==> src/rtl/store_unit.sv <==
// Store path between EX/MEM and data memory: lane placement, byte strobes and a valid/ready write beat.
// Build option STORE_MISALIGN_SPLIT_EN: word-crossing stores become two beats instead of a fault.
//
// state | meaning
// IDLE  | ready for a store request
// BEAT0 | first (or only) write beat at the base word
// BEAT1 | second beat at base+4 (split build only)
// FAULT | one-cycle fault pulse, no memory beat
module store_unit (
    input  logic        clk,
    input  logic        reset,
    input  logic        req_valid,
    output logic        req_ready,
    input  logic [2:0]  funct3,
    input  logic [31:0] addr,
    input  logic [31:0] wdata,
    output logic        mem_valid,
    input  logic        mem_ready,
    output logic [31:0] mem_addr,
    output logic [31:0] mem_wdata,
    output logic [3:0]  mem_wstrb,
    output logic        busy,
    output logic        fault
);

    localparam logic [1:0] IDLE  = 2'd0;
    localparam logic [1:0] BEAT0 = 2'd1;
`ifdef STORE_MISALIGN_SPLIT_EN
    localparam logic [1:0] BEAT1 = 2'd2;
`endif
    localparam logic [1:0] FAULT = 2'd3;

    logic [1:0]  state;
    logic [1:0]  k;
    logic [3:0]  size_m;
    logic        legal;
    logic        bad;
    logic [7:0]  strb_wide;
    logic [31:0] beat0_data;

    function automatic logic [31:0] lane_mask(input logic [3:0] s);
        return {{8{s[3]}}, {8{s[2]}}, {8{s[1]}}, {8{s[0]}}};
    endfunction

    assign req_ready = (state == IDLE) && !reset;
    assign busy      = (state != IDLE);

    // Strobes are built on an 8-lane window: the upper nibble is whatever spills into the next word.
    always_comb begin
        k      = addr[1:0];
        legal  = 1'b1;
        size_m = 4'b0000;
        case (funct3)
            3'b000:  size_m = 4'b0001;
            3'b001:  size_m = 4'b0011;
            3'b010:  size_m = 4'b1111;
            default: legal  = 1'b0;
        endcase
        strb_wide = {4'b0000, size_m} << k;
    end

`ifdef STORE_MISALIGN_SPLIT_EN
    logic [63:0] data_wide;
    logic [31:0] beat1_data;
    logic [31:0] b1_wdata;
    logic [3:0]  b1_wstrb;

    always_comb begin
        data_wide  = {32'b0, wdata} << {k, 3'b000};
        beat0_data = data_wide[31:0] & lane_mask(strb_wide[3:0]);
        beat1_data = data_wide[63:32] & lane_mask(strb_wide[7:4]);
        bad        = !legal;
    end
`else
    always_comb begin
        beat0_data = (wdata << {k, 3'b000}) & lane_mask(strb_wide[3:0]);
        // Without splitting, word-crossing stores and odd-aligned halves are rejected.
        bad        = !legal || (|strb_wide[7:4]) || ((funct3 == 3'b001) && k[0]);
    end
`endif

    always_ff @(posedge clk) begin
        if (reset) begin
            state     <= IDLE;
            mem_valid <= 1'b0;
            mem_addr  <= 32'b0;
            mem_wdata <= 32'b0;
            mem_wstrb <= 4'b0;
            fault     <= 1'b0;
`ifdef STORE_MISALIGN_SPLIT_EN
            b1_wdata  <= 32'b0;
            b1_wstrb  <= 4'b0;
`endif
        end else begin
            fault <= 1'b0;
            case (state)
                IDLE: begin
                    if (req_valid) begin
                        if (bad) begin
                            state <= FAULT;
                            fault <= 1'b1;
                        end else begin
                            state     <= BEAT0;
                            mem_valid <= 1'b1;
                            mem_addr  <= {addr[31:2], 2'b00};
                            mem_wdata <= beat0_data;
                            mem_wstrb <= strb_wide[3:0];
`ifdef STORE_MISALIGN_SPLIT_EN
                            b1_wdata  <= beat1_data;
                            b1_wstrb  <= strb_wide[7:4];
`endif
                        end
                    end
                end
                BEAT0: begin
                    if (mem_ready) begin
`ifdef STORE_MISALIGN_SPLIT_EN
                        if (|b1_wstrb) begin
                            state     <= BEAT1;
                            mem_addr  <= mem_addr + 32'd4;
                            mem_wdata <= b1_wdata;
                            mem_wstrb <= b1_wstrb;
                        end else begin
                            state     <= IDLE;
                            mem_valid <= 1'b0;
                        end
`else
                        state     <= IDLE;
                        mem_valid <= 1'b0;
`endif
                    end
                end
`ifdef STORE_MISALIGN_SPLIT_EN
                BEAT1: begin
                    if (mem_ready) begin
                        state     <= IDLE;
                        mem_valid <= 1'b0;
                    end
                end
`endif
                FAULT: begin
                    state <= IDLE;
                end
                default: begin
                    state     <= IDLE;
                    mem_valid <= 1'b0;
                end
            endcase
        end
    end

endmodule

==> config.mk <==
export PLATFORM = sky130hd
export DESIGN_NAME = store_unit
export DESIGN_NICKNAME = d
export VERILOG_FILES = /design/src/rtl/store_unit.sv
export SDC_FILE = /design/constraint.sdc
export NUM_CORES = 1
export LEC_CHECK = 0
export BUFFER_PORTS_ARGS = -buffer_cell sky130_fd_sc_hd__buf_2
export CAP_MARGIN = 20
export CORE_ASPECT_RATIO = 1.25
export CORE_MARGIN = 5
export CORE_UTILIZATION = 35
export DETAILED_ROUTE_END_ITERATION = 6
export PLACE_DENSITY = 0.63
export SLEW_MARGIN = 20
export SYNTH_ARGS = -nofsm -noshare
export SYNTH_HDL_FRONTEND = slang
export SYNTH_SLANG_ARGS = --single-unit
==> constraint.sdc <==
create_clock -name clk -period 2.1 [get_ports clk]
set_input_delay 0.105 -clock clk [delete_from_list [all_inputs] [get_ports clk]]
set_output_delay 0.105 -clock clk [all_outputs]
set_load 0.03 [all_outputs]
==> out/results.tsv <==
stage	metric	value	unit
sta	Final setup viols	0	
cells_and_area	footprint of the multi-input gates	1580	um^2
cts	H-tree levels	3	
die	row cnt	39	
cells_and_area	Ant. Diodes	0	
min_path	path category of the worst min-delay check	in -> reg	
cts	CTS Root Cell	clkbuf_16	
routing	vias	3103	
run	Max-Cap Viols	0	
yosys	top cells by area, synth	dfxtp_1 (43%), mux2i_1 (7.4%), o211ai_1 (7.0%)	
yosys	post-synthesis sequential area ratio	0.433	
cells_and_area	ratio of cells with drive above 1 in the final layout	0.406	
yosys	ys flop type	dfxtp_1	
global_routing	first-pass GRT wire length	15200	um
routing	DR iter-0 viols	81	
cells_and_area	Layout area overhead	33.8	%
global_routing	Global Route Usage Sum	0.166	
placed_design	IO buf count	140	
yosys	Async SR Flop Fraction	0	
global_routing	grt met1 use	0.210	
routing	Final ANT Viol Nets	0	
cts	Post-CTS Setup Repair Bufs	0	
sta	Worst Tran Pin Value	0.834	ns
cts	clock sinks	70	
worst_setup_path	Worst Setup End Kind	flip-flop	
cts	Clock Latency Late Sink	0.33	ns
cts	clk slew on worst S/H paths	0.06	ns
status	status	finished, final reports clean	
sta	RSZ-0062 raised after global routing	false	
worst_setup_path	Slowest cell on crit path	or4b_4	
worst_setup_path	critical path type	reg -> reg	
yosys	EDFF count, synth	0	
worst_setup_path	Critical Path AT	2.16	ns
yosys	Yosys cell types	37	
global_routing	pin count of the biggest net entering global routing	35	
power	leakage power	1.91	nW
cts	CTS tree	yes	
sta	max-slew violation count	0	
sta	Slew headroom	0.444	
die	Die H	118	um
global_routing	antenna violations before repair	0	
worst_setup_path	crit start category	flip-flop	
yosys	post-synthesis cell area	3240	um^2
placed_design	Final Wtd Congestion	0.780	
sta	Final period util	0.925	
global_routing	GR met3 Demand/Resource	0.0588	
cells_and_area	register area	1400	um^2
yosys	top-count cell post-synth	dfxtp_1	
power	PwrDens	812	nW/um^2
global_routing	GRT busiest layer	met2	
routing	TritonRoute pass-1 iters	4	
worst_setup_path	r2r setup slk	0.16	ns
routing	final WL	9730	um
global_routing	GR Util met2	0.264	
cts	Num CTS Buffers	9	
worst_setup_path	critical path, cell by cell	or4b_4 > o31a_1 > a22o_1	
worst_setup_path	CP max FO	20	
routing	routed len/inst	16.7	um
sta	Final Hold Fails	0	
power	Peak VDD IR	0.413	mV
yosys	Yosys top cell area share	0.433	
cells_and_area	Fill cells	900	
sta	Tmin final	1.94	ns
yosys	Seq cells post-synth	70	
die	core area	9080	um^2
placed_design	Post-DP HPWL	6880	um
sta	Hold Worst Slack	0.0161	ns
worst_setup_path	CP required	2.32	ns
routing	drt via density	5.34	
die	Initial Util	0.357	
die	full die area	11300	um^2
cts	post-CTS sizing	0	
global_routing	number of global-route vias before repair	3098	
yosys	yosys warns	0	
routing	remaining routing DRC violations	0	
die	io pins	143	
cts	clk buf depth	2	
sta	setup TNS	0	ns
power	total power	3.52	mW
yosys	synthesized area per cell	9.82	um^2
global_routing	grt ovf	0	
cells_and_area	fin nets	524	
sta	Worst Skew	0.00500	ns
cts	hold_buf cts	0	
yosys	Post-synth top cells	dfxtp_1 (70), a21oi_1 (33), clkbuf_1 (30), o211ai_1 (30), o31ai_1 (30)	
yosys	Post-Syn Instances	330	
worst_setup_path	CP peak stage delay	0.59	ns
yosys	post-synth top area cell	dfxtp_1	
sta	Max Fclk	515	MHz
die	Chip Width	96.0	um
-- critical path: cells and delay by family, from the launching register on --
family          cells  cell delay, ns
flops               1            0.37
simple gates        1            0.59
compound gates      2            0.87
-- kinds of logic (layout without fill, tap and decap cells) --
group | count (synthesis) | after routing | synth area share
AOI/OAI and AO/OA | 149 | 149 | 0.344
DFF | 70 | 70 | 0.433
buffers and inverters | 62 | 189 | 0.0854
muxes | 32 | 32 | 0.102
and+or+nand+nor | 15 | 15 | 0.0321
other | 1 | 2 | 0.00116
xor gates and xnor gates | 1 | 1 | 0.00270
-- cells in the final DEF, fill, tap and decap left out, drive strengths merged --
master   Yosys  final
buf         13    154
bufinv       0      2
a21oi       33     33
inv         19     21
mux2         8      8
or4b         1      1
mux2i       24     24
o211ai      30     30
a21o         2      2
o311a        2      2
o2bb2ai     10     10
o21ai        1      1
nor3b        1      1
clkinv       0      3
xor2         1      1
a211oi       1      1
a22oi        1      1
nor4b        2      2
nor3         3      3
o31a         1      1
nor2b        4      4
o21a         2      2
dfxtp       70     70
o2111a       1      1
o221a        1      1
and3         1      1
or2          1      1
o32ai       16     16
o2111ai      1      1
nand2        2      2
o31ai       31     31
a22o        16     16
clkbuf      30      9
conb         1      2
-- metrics by stage --
step                      instance area, um^2  utilization  instances  setup slack, ns
after floorplan                          3240            -        331            0.258
after global placement                   4010        0.442        565            0.187
after detailed placement                 4010        0.442        565            0.160
after CTS                                4330        0.478        581            0.147
after global routing                     4330        0.478        581           0.0739
final                                    4330        0.478        581            0.157
-- state kept, by name, summed over array words and instances, names as in the netlist --
name and cells:
mem_wdata 32, mem_addr 30, mem_wstrb 4, state 2, fault 1, mem_valid 1
-- metal layers --
layer | wire [um] | vias up
met1 | 4290 | 1461
li1 | - | 1522
met5 | 0 | -
met2 | 4510 | 113
met4 | 69 | 0
met3 | 862 | 7
-- report_power, final --
part	leakage (nW)	internal, mW	total (mW)	switching, mW
sequential	0.567	1.36	1.38	0.0196
combinational	1.19	0.178	0.495	0.317
clock	0.160	1.05	1.64	0.594
-- layout make-up --
| cell class | instances | share of cell area |
|---|---|---|
| Clock inverter | 7 | 0.0222 |
| Inverter | 19 | 0.0165 |
| Multi-Input combinational cell | 199 | 0.365 |
| Tap cell | 123 | 0.0355 |
| Timing Repair Buffer | 154 | 0.186 |
| Sequential cell | 70 | 0.323 |
| Clock buffer | 9 | 0.0520 |
-- worst paths after layout --
path / from / end / cells past startpoint
worst min-delay path: wdata[5] / mem_wdata[5] / 2
worst max register to register: state[1] / mem_wdata[1] / 3
worst max-delay path: state[1] / mem_wdata[1] / 3
worst min register to register: mem_wdata[13] / mem_wdata[13] / 2
Power figures use the tool's default switching activity.
